$ cat config.mk
export PLATFORM = sky130hd
export DESIGN_NAME = square_from_root
export DESIGN_NICKNAME = d
export VERILOG_FILES = /design/src/rtl/square_pkg.sv /design/src/rtl/square_from_root.sv
export SDC_FILE = /design/constraint.sdc
export NUM_CORES = 1
export LEC_CHECK = 0
export ABC_AREA = 1
export BUFFER_PORTS_ARGS = -buffer_cell sky130_fd_sc_hd__clkbuf_2
export CORE_UTILIZATION = 45
export CTS_CLUSTER_DIAMETER = 30
export CTS_CLUSTER_SIZE = 12
export DETAILED_ROUTE_END_ITERATION = 8
export PLACE_DENSITY = 0.69
export SETUP_SLACK_MARGIN = 0.02
export SLEW_MARGIN = 20
export SYNTH_ARGS = -nofsm -noshare
export SYNTH_HDL_FRONTEND = slang
export SYNTH_SLANG_ARGS = --single-unit
export TNS_END_PERCENT = 30
$ cat constraint.sdc
create_clock -name clk -period 2.4 [get_ports clk]
set_clock_uncertainty 0.15 [all_clocks]
set_input_delay 0.48 -clock clk [delete_from_list [all_inputs] [get_ports clk]]
set_output_delay 0.48 -clock clk [all_outputs]
set_load 0.02 [all_outputs]
$ cat src/rtl/square_pkg.sv
// Shared definitions for the serial squarer: default root width, square-width rule, FSM states.
package square_pkg;

    localparam int ROOT_W_DEF = 5;

    typedef enum logic [1:0] {
        IDLE = 2'd0,
        CALC = 2'd1,
        DONE = 2'd2
    } state_t;

    function automatic int sq_w(input int root_w);
        return 2 * root_w;
    endfunction

endpackage

$ cat src/rtl/square_from_root.sv
// Serial shift-add squarer that consumes one root bit per CALC cycle.
// Define SQUARE_HI_EN to add square_hi, the largest num whose floor square root is root.
//   state | meaning
//   IDLE  | waiting for start, last result held
//   CALC  | one multiplier bit added per edge
//   DONE  | result valid, one-cycle done pulse
module square_from_root
    import square_pkg::*;
#(
    parameter int ROOT_W = ROOT_W_DEF,
    localparam int SQ_W = sq_w(ROOT_W)
) (
    input  logic              clk,
    input  logic              rst,
    input  logic              start,
    input  logic [ROOT_W-1:0] root,
    output logic              busy,
    output logic              done,
    output logic [SQ_W-1:0]   square
`ifdef SQUARE_HI_EN
    ,
    output logic [SQ_W-1:0]   square_hi
`endif
);
    localparam int CNT_W = $clog2(ROOT_W + 1);
    localparam logic [CNT_W-1:0] LAST_CNT = CNT_W'(ROOT_W - 1);

    state_t            state_q, state_d;
    logic [SQ_W-1:0]   mcand_q, mcand_d;
    logic [ROOT_W-1:0] mplier_q, mplier_d;
    logic [SQ_W-1:0]   acc_q, acc_d;
    logic [CNT_W-1:0]  cnt_q, cnt_d;
    logic [SQ_W-1:0]   square_q, square_d;
    logic [SQ_W-1:0]   sum;
    logic              last;

    assign last = (cnt_q == LAST_CNT);
    assign sum  = acc_q + (mplier_q[0] ? (mcand_q << cnt_q) : '0);

    always_ff @(posedge clk) begin
        if (rst) begin
            state_q <= IDLE;
        end else begin
            state_q <= state_d;
        end
    end

    always_comb begin
        state_d = state_q;
        case (state_q)
            IDLE:    if (start) state_d = CALC;
            CALC:    if (last) state_d = DONE;
            DONE:    state_d = IDLE;
            default: state_d = IDLE;
        endcase
    end

    always_comb begin
        busy = (state_q == CALC);
        done = (state_q == DONE);
    end

    always_comb begin
        mcand_d  = mcand_q;
        mplier_d = mplier_q;
        acc_d    = acc_q;
        cnt_d    = cnt_q;
        square_d = square_q;
        if (state_q == IDLE && start) begin
            mcand_d  = {{(SQ_W - ROOT_W){1'b0}}, root};
            mplier_d = root;
            acc_d    = '0;
            cnt_d    = '0;
        end else if (state_q == CALC) begin
            acc_d    = sum;
            mplier_d = mplier_q >> 1;
            cnt_d    = cnt_q + CNT_W'(1);
            if (last) square_d = sum;
        end
    end

    always_ff @(posedge clk) begin
        if (rst) begin
            mcand_q  <= '0;
            mplier_q <= '0;
            acc_q    <= '0;
            cnt_q    <= '0;
            square_q <= '0;
        end else begin
            mcand_q  <= mcand_d;
            mplier_q <= mplier_d;
            acc_q    <= acc_d;
            cnt_q    <= cnt_d;
            square_q <= square_d;
        end
    end

    assign square = square_q;

`ifdef SQUARE_HI_EN
    // root^2 + 2*root peaks at 2^SQ_W - 1, so no carry out is possible.
    logic [SQ_W-1:0] square_hi_q, square_hi_d;

    always_comb begin
        square_hi_d = square_hi_q;
        if (state_q == CALC && last) square_hi_d = sum + (mcand_q << 1);
    end

    always_ff @(posedge clk) begin
        if (rst) begin
            square_hi_q <= '0;
        end else begin
            square_hi_q <= square_hi_d;
        end
    end

    assign square_hi = square_hi_q;
`endif

endmodule

==> flow_summary.json, run 1 <==
{
  "outcome": "completed",
  "use_met1": 0.301,
  "internal-power_mw": 0.987,
  "cp_slowest_cell": "ha_1",
  "reg2reg_from": "cnt_q[0]",
  "drive_gt1_frac": 0.312,
  "dp_hpwl_mm": 3.84,
  "relSlewSlack": 0.778,
  "syn_inst": 305,
  "met2_usage": 0.323,
  "cp-startpoint": "cnt_q[0]",
  "cts_buffers": 5,
  "htreeDepth": 2,
  "grt_pass1_wl_mm": 8.36,
  "use_met3": 0.0422,
  "synthToLayoutAreaGrowth_pct": 20.6,
  "slew_viol_final": 0,
  "grt_max_degree": 18,
  "root_buffer": "clkbuf_8",
  "tightest_slew_ns": 0.333,
  "p_leak_nw": 1.30,
  "syn_area_per_cell_um2": 7.15,
  "ys_ff_latch": 35,
  "drtIter0Drc": 150,
  "hold_viol": 0,
  "hold_start": "root[2]",
  "cp_num_buf_inv": 4,
  "power_frac_clock": 0.401,
  "overflow": 0,
  "clk_path_buf_depth": 2,
  "finalSetupViolCount": 0,
  "pin_count": 20,
  "crit_chain": "buf_4, inv_1, nand2_2, nand3_2, nand3_1, o21ai_0, ha_1, nand2_2, nor2_2, nand3_2, clkinv_1, nor2_2, nand2_2, nand3_1, nand2_1, inv_1",
  "die_h_um": 71.6,
  "synth.net_count": 325,
  "start_kind": "flop",
  "power_density_mw_per_mm2": 521,
  "synth.distinct_cells": 38,
  "netSwitchingFraction": 0.279,
  "die_w_um": 71.6,
  "fp-row-count": 24,
  "post-route-period-util": 0.956,
  "wl_per_cell_um": 13.5,
  "fp.coreArea_mm2": 0.00450,
  "hold_path.class": "in2reg",
  "diodes": 0,
  "min_period_ns": 2.29,
  "clock_sinks": 35,
  "firstDrtPassIters": 4,
  "finalWirelength_mm": 5.38,
  "cpLargestDelayFamily": "simple AND/OR/NAND/NOR gates",
  "vias": 2046,
  "start_util": 0.484,
  "power_frac_seq": 0.452,
  "arrival_ns": 2.34,
  "syn_area_mm2": 0.00218,
  "crit_required_ns": 2.45,
  "clkTransAtPathRegs_ns": 0.08,
  "antenna_found_initial": 0,
  "fin_nets": 365,
  "yosysWarnings": 0,
  "seq_area_frac_synth": 0.321,
  "grt_pass1_vias": 1790,
  "max_freq_ghz": 0.436,
  "viasPerCell": 5.14,
  "port_buffers": 19,
  "drc_errors": 0,
  "drtAntennaViolNets": 0,
  "p_comb_frac": 0.148,
  "dieArea_mm2": 0.00513,
  "crit_path_frequent_cell": "nand2_2",
  "slowest_delay_ns": 0.42,
  "power_mw": 1.37,
  "max_cap_violations": 0,
  "top_usage_layer": "met2",
  "cts_tree": "yes",
  "num-fill-cells": 391,
  "p_switching_mw": 0.381,
  "end_kind": "flop",
  "worstSetupPathType": "reg2reg",
  "clock_latency_ns": 0.30,
  "peakVddDrop_mv": 0.477,
  "fin_tns_setup_ns": 0,
  "cp_max_fo": 7,
  "place.gp.congestion": 0.887,
  "grt.total_usage": 0.213
}
## worst reg2reg max path: stages, from the launching register on
cell and delay, ns:
dfxtp_4 0.38, buf_4 0.14, inv_1 0.07, nand2_2 0.10
nand3_2 0.08, nand3_1 0.08, o21ai_0 0.11, ha_1 0.42
nand2_2 0.09, nor2_2 0.15, nand3_2 0.11, clkinv_1 0.07
nor2_2 0.04, nand2_2 0.05, nand3_1 0.06, nand2_1 0.07
inv_1 0.03
## path summary, 6_finish.rpt
check,end,slack [ns],depth (start not counted)
worst min-delay path,mcand_q[2],0.30,3
worst max register to register,acc_q[9],0.11,16
worst min register to register,acc_q[0],0.32,2
worst max-delay path,acc_q[9],0.11,16
## logic make-up after synthesis
kind of cell | count (synthesis) | synth area share
AOI/OAI and AO/OA | 45 | 0.132
adders and majority gates | 12 | 0.0723
xor gates and xnor gates | 3 | 0.0121
and+or+nand+nor | 153 | 0.340
buffers and inverters | 57 | 0.122
DFF | 35 | 0.321
## per-stage QoR
step	std cells	area [um2]	worst slack, ns	utilization	hold WS, ns
6_report	398	2630	0.106	0.583	0.300
5_1_grt	398	2630	-0.0413	0.583	0.328
4_1_cts	390	2480	0.0512	0.551	0.299
3_5_place_dp	382	2370	-0.0676	0.526	0.313
3_3_place_gp	382	2370	-0.0187	0.526	0.306
2_1_floorplan	305	2180	0.231	-	0.288
## cell usage after synthesis, drive strengths merged
library cell	count	area (um2)
ha	11	138
o211ai	2	20.0
dfxtp	35	701
nand2	79	327
inv	48	185
clkbuf	1	3.75
nand3	31	185
a32o	1	10.0
xnor2	1	8.76
o32ai	1	8.76
o21bai	2	15.0
nor2	40	210
a21oi	13	76.3
a211oi	1	12.5
a31oi	2	12.5
o21ai	19	106
buf	7	73.8
xor2	2	17.5
nand4	3	18.8
clkinv	1	3.75
fa	1	20.0
a21o	1	7.51
o22ai	3	18.8
## registers in the layout, summed over array words and instances, names as in the netlist
signal,count
acc_q,10
mcand_q,5
mplier_q,5
cnt_q,3
square,10
state_q,2
## final cells by class
cell class / instances / area, um2 / area share
multi-input combinational: 213 / 1300 / 0.493
timing repair buffer: 41 / 260 / 0.0990
clock buffer: 5 / 68.8 / 0.0262
inverter: 49 / 189 / 0.0719
tap: 52 / 65.1 / 0.0248
sequential: 35 / 704 / 0.268
clock inverter: 3 / 43.8 / 0.0167
## timing repair
action                                  CTS  global route
pin swaps                                 0            16
cloned                                    0             0
hold buffers                              0             0
endpoints found under the setup margin    4            12
buffers inserted                          0             8
resized for setup                         2            26
## metal layers
layer	share of wire	vias to the layer above
met3	0.059	11
li1	-	1056
met2	0.45	67
met4	0.021	0
met5	0	-
met1	0.47	912
## cells in the final DEF, fill, tap and decap left out, types with 2 or more instances in the layout
cell type   n
nor2_8      2
clkbuf_8    5
ha_1       10
nand2_1    67
o21ai_1     4
a31oi_1     2
clkbuf_2   19
nand4_1     3
nand3_2     7
nand2_2    10
nor2_2     10
inv_4       2
inv_2       6
o21ai_2     6
a21oi_2     4
o21ai_0     9
dfxtp_1    34
buf_4      22
a21oi_1     8
nor2_1     27
nand3_1    24
o22ai_1     2
nand2_4     2
inv_1      40
## power by group through the flow
stage / Sequential (mW) / Combinational, mW / Clock [mW]
final: 0.618 / 0.202 / 0.548
after global routing: 0.620 / 0.224 / 0.576
after CTS: 0.618 / 0.174 / 0.549
after detailed placement: 0.631 / 0.173 / 0
after global placement: 0.631 / 0.171 / 0
after floorplan: 0.626 / 0.134 / 0
(Power assumes the default switching activity.)
==> run 2, diff against run 1 <==
- CORE_UTILIZATION: 45 -> 50
- PLACE_DENSITY: 0.69 -> 0.75
- clock period: 2.4 -> 2.55 ns (I/O delays scaled with it)
==> flow_summary.json, run 2 (same netlist as run 1, synthesis figures left out) <==
{
  "clock_sinks": 35,
  "utilization": 0.592,
  "viasPerCell": 5.03,
  "cts_tree": "yes",
  "arrival_ns": 2.38,
  "final_common_cell": "nand2_1",
  "min_period_ns": 2.29,
  "slew_viol_final": 0,
  "drtAntennaViolNets": 0,
  "fp-row-count": 23,
  "die_w_um": 68.0,
  "die_h_um": 68.0,
  "firstDrtPassIters": 4,
  "seq_area_um2": 704,
  "wl_per_cell_um": 12.3,
  "diodes": 0,
  "post-route-period-util": 0.896,
  "finalWirelength_mm": 4.65,
  "grt.total_usage": 0.229,
  "start_util": 0.533,
  "grt_max_degree": 24,
  "place.gp.congestion": 0.918,
  "grt_pass1_wl_mm": 7.88,
  "root_buffer": "clkbuf_8",
  "worst-r2r-setup-slack_ns": 0.26,
  "antenna_found_initial": 0,
  "layout_common_cells": "nand2_1 (71), inv_1 (40), dfxtp_1 (34), nor2_1 (28), nand3_1 (25)",
  "cts_buffers": 5,
  "fin_tns_setup_ns": 0,
  "cp_max_fo": 12,
  "htreeDepth": 2,
  "overflow": 0,
  "clk_path_buf_depth": 2,
  "hold_path.class": "reg2reg",
  "holdWs_ns": 0.327,
  "hold_start": "acc_q[0]",
  "max_cap_violations": 0,
  "vias": 1897,
  "grt_pass1_vias": 1764,
  "clock_latency_ns": 0.29,
  "power_density_mw_per_mm2": 528,
  "reg2reg_depth": 14,
  "clkTransAtPathRegs_ns": 0.08,
  "relSlewSlack": 0.686,
  "p_leak_nw": 1.19,
  "drive_gt1_frac": 0.226,
  "tightest_slew_ns": 0.470,
  "outcome": "completed",
  "fp.coreArea_mm2": 0.00409,
  "dp_hpwl_mm": 3.55,
  "max_freq_ghz": 0.438,
  "holdPathStages": 2,
  "reg2reg_from": "cnt_q[0]",
  "timing.rr.end": "acc_q[9]",
  "worstSetupPathType": "reg2reg",
  "crit_required_ns": 2.64,
  "multi_input_area_mm2": 0.00122,
  "end_kind": "flop",
  "fin_nets": 346,
  "grt_setup_unrepaired": "no",
  "synthToLayoutAreaGrowth_pct": 10.9,
  "cts_hold_buf": 0,
  "peakVddDrop_mv": 0.488,
  "start_kind": "flop",
  "drc_errors": 0,
  "drtIter0Drc": 87,
  "num-fill-cells": 380,
  "dieArea_mm2": 0.00463,
  "port_buffers": 19,
  "hold_viol": 0,
  "pin_count": 20,
  "finalSetupViolCount": 0,
  "min_to": "acc_q[0]"
}
run 2: layout make-up:
class                      instances  area share
clock buffer                       6      0.0342
clock inverter                     2      0.0160
inverter                          49      0.0782
multi-input combinational        213       0.506
sequential                        35       0.291
tap                               50      0.0259
timing repair buffer              22      0.0487
run 2: routing by layer:
layer | vias up | track usage | part of all wire
li1 | 1014 | - | -
met4 | 0 | 0.0755 | 0.017
met3 | 9 | 0.0417 | 0.045
met2 | 49 | 0.359 | 0.44
met1 | 825 | 0.315 | 0.49
met5 | - | 0 | 0
run 2: power by group:
group / internal [mW] / switching [mW]
Combinational: 0.0500 / 0.103
Clock: 0.322 / 0.219
Sequential: 0.566 / 0.0162
Total: 0.938 / 0.338
run 2: worst max-delay path: stages (launching register included):
cell and delay, ns:
dfxtp_4 0.38, nand2_1 0.07, o21ai_0 0.10, o21ai_0 0.29, o32ai_1 0.17, ha_1 0.35
nand2_1 0.12, inv_1 0.06, a21oi_2 0.16, nand2_1 0.08, nor2_2 0.09, nand2_2 0.06
nand3_1 0.07, nand2_1 0.05, inv_1 0.04
run 2: how the worst max path moves through the flow:
stage / from / to / slack [ns] / cells past startpoint
floorplan: cnt_q[0] / square[8] / 0.38 / 13
global placement: mplier_q[0] / square[6] / 0.08 / 13
detailed placement: mplier_q[0] / square[6] / 0.06 / 13
CTS: mplier_q[0] / acc_q[6] / 0.04 / 13
global route: mplier_q[0] / square[6] / 0.01 / 13
finish: cnt_q[0] / acc_q[9] / 0.26 / 14
run 2: repair_timing:
item	CTS	global route
setup endpoints to repair	0	11
gates resized for setup	0	8
endpoints found under the hold margin	0	0
setup buffers	0	1
run 2: metrics by stage:
| stage | worst slack (ns) | total power, mW | instances | instance area (um2) |
|---|---|---|---|---|
| 2_1_floorplan | 0.381 | 0.716 | 305 | 2180 |
| 3_3_place_gp | 0.0845 | 0.741 | 368 | 2270 |
| 3_5_place_dp | 0.0605 | 0.744 | 368 | 2270 |
| 4_1_cts | 0.0405 | 1.28 | 376 | 2400 |
| 5_1_grt | 0.0146 | 1.32 | 377 | 2420 |
| 6_report | 0.265 | 1.28 | 377 | 2420 |
==> run 3, diff against run 2 <==
- ABC_AREA: 1 -> 0
==> flow_summary.json, run 3 <==
{
  "place.gp.congestion": 0.859,
  "max_freq_ghz": 0.390,
  "htreeDepth": 2,
  "grt.total_usage": 0.249,
  "worstSetupPathType": "reg2reg",
  "finalWirelength_mm": 5.04,
  "internal-power_mw": 0.889,
  "seq_area_um2": 703,
  "drtAntennaViolNets": 0,
  "synth.distinct_cells": 38,
  "vias": 1890,
  "pin_count": 20,
  "post-route-period-util": 1.01,
  "clock_latency_ns": 0.30,
  "hold_viol": 0,
  "met1_length_mm": 2.24,
  "violations": "negative setup slack",
  "syn_area_per_cell_um2": 7.89,
  "synth_flop_cell": "dfxtp_1",
  "synthToLayoutAreaGrowth_pct": 31.7,
  "num-fill-cells": 293,
  "diodes": 0,
  "p_leak_nw": 1.08,
  "power_frac_seq": 0.480,
  "firstDrtPassIters": 4,
  "netSwitchingFraction": 0.267,
  "viasPerCell": 5.46,
  "final_common_cell": "nand2_1",
  "outcome": "complete, but fails checks",
  "tightest_slew_ns": 0.449,
  "clock_sinks": 35,
  "yosys.area.top_type": "dfxtp_1",
  "end_kind": "flop",
  "die_h_um": 65.1,
  "grt_setup_unrepaired": "yes",
  "synth_edf_count": 0,
  "layout_common_cells": "nand2_1 (38), nor2_1 (34), dfxtp_1 (33), buf_4 (32), a21oi_1 (25)",
  "wl_met3_um": 187,
  "arrival_ns": 2.59,
  "finalWorstSetupSlack_ns": -0.0143,
  "drtIter0Drc": 145,
  "synth_most_common_cell": "nand2_1",
  "drc_errors": 0,
  "syn_inst": 252,
  "hold_path.class": "reg2reg",
  "place_inst": 329,
  "wl_per_cell_um": 14.6,
  "cts_hold_buf": 0,
  "fin_nets": 317,
  "clkTransAtPathRegs_ns": 0.07,
  "fp-row-count": 22,
  "seq_area_frac_synth": 0.352,
  "cts_buffers": 5,
  "max_cap_violations": 0,
  "peakVddDrop_mv": 0.387,
  "grt_pass1_vias": 1717,
  "power_frac_clock": 0.377,
  "crit_required_ns": 2.58,
  "dp_hpwl_mm": 3.30,
  "synth.top_cell.area_share": 0.352,
  "clk_path_buf_depth": 2,
  "synth_common_cells": "nand2_1 (40), dfxtp_1 (35), nor2_1 (35)",
  "ys_ff_latch": 35,
  "drive_gt1_frac": 0.349,
  "synth.net_count": 272,
  "p_switching_mw": 0.324,
  "cp_max_fo": 4,
  "root_buffer": "clkbuf_8",
  "dieArea_mm2": 0.00423,
  "die_w_um": 65.1,
  "slew_viol_final": 0,
  "power_density_mw_per_mm2": 463,
  "fp.coreArea_mm2": 0.00374,
  "final_cells": 346,
  "routed.top_layer": "met4",
  "relSlewSlack": 0.700,
  "min_period_ns": 2.56,
  "utilization": 0.700,
  "synth_area_leaders": "dfxtp_1 (35%), nand2_1 (7.5%), a21oi_1 (7.3%), ha_1 (6.9%), nor2_1 (6.6%)",
  "multi_input_area_mm2": 0.00138,
  "syn_area_mm2": 0.00199,
  "grt_pass1_wl_mm": 7.82,
  "grt_max_degree": 25,
  "finalSetupViolCount": 2,
  "dr_wl_met2_mm": 2.55,
  "synthArstFlopShare": 0,
  "yosysWarnings": 0,
  "start_util": 0.531,
  "start_kind": "flop",
  "port_buffers": 19,
  "p_comb_frac": 0.143,
  "overflow": 0,
  "cts_tree": "yes",
  "antenna_found_initial": 0
}
## run 3: cell count changes after synthesis, sizes merged, moves of 6 or more
cell,change
clkbuf,+7
o21ai,-12
a21oi,+18
nor2b,+9
mux2i,+8
inv,-40
nand3,-23
xnor2,+6
nand2,-39
## run 3: timing repair
action                                  in CTS  in global routing
setup buffers                                6                  3
gates resized for setup                     22                 25
pin swaps                                   16                 27
endpoints found under the setup margin       8                 10
## run 3: cells by family after synthesis
group           synth area share
compound gates             0.182
xor+xnor                  0.0396
fa+ha+maj                 0.0792
buf+inv                   0.0497
flops                      0.352
mux                       0.0572
simple gates               0.240
## run 3: layout make-up
type / count / share of cell area
repair buffers: 52 / 0.132
clock buffers: 8 / 0.0382
inverters: 8 / 0.0124
well taps: 48 / 0.0229
flip-flops and latches: 35 / 0.268
multi-input cells: 195 / 0.526
## run 3: power by group through the flow
stage / logic (mW) / clock network, mW / registers, mW
2_1_floorplan: 0.102 / 0 / 0.587
3_3_place_gp: 0.147 / 0 / 0.592
3_5_place_dp: 0.149 / 0 / 0.593
4_1_cts: 0.158 / 0.457 / 0.581
5_1_grt: 0.188 / 0.485 / 0.585
6_report: 0.173 / 0.458 / 0.582
## run 3: routing by layer
layer  GRT usage  up-vias
met3      0.0845        7
met5           0        -
met2       0.432       39
met4      0.0707        0
li1            -      939
met1       0.288      905
## run 3: worst paths after layout
path              slack [ns]   endpoint      start  depth (start not counted)
setup / recovery       -0.01   acc_q[7]   cnt_q[0]                         11
hold / removal          0.30  square[4]  square[4]                          2
setup reg to reg       -0.01   acc_q[7]   cnt_q[0]                         11
hold reg to reg         0.30  square[4]  square[4]                          2
## run 3: critical path, cell delays in order, from the launching register on
cell and delay [ns]:
dfxtp_2 0.34, buf_4 0.15, mux2i_2 0.15, or3_4 0.36
inv_2 0.05, ha_1 0.22, a21oi_2 0.15, nand4b_1 0.22
a21oi_4 0.11, or3_4 0.41, nand3_2 0.08, a21oi_2 0.05
## run 3: stage by stage
step | cell area [um2] | hold WS, ns | power [mW] | setup WS (ns) | setup TNS (ns)
CTS | 2480 | 0.305 | 1.20 | 0.00652 | 0
detailed placement | 2260 | 0.295 | 0.742 | -0.0766 | -0.345
finish | 2620 | 0.304 | 1.21 | -0.0143 | -0.0241
global placement | 2260 | 0.291 | 0.739 | -0.0402 | -0.162
global route | 2620 | 0.319 | 1.26 | -0.0860 | -0.592
floorplan | 1990 | 0.286 | 0.688 | 0.0473 | 0
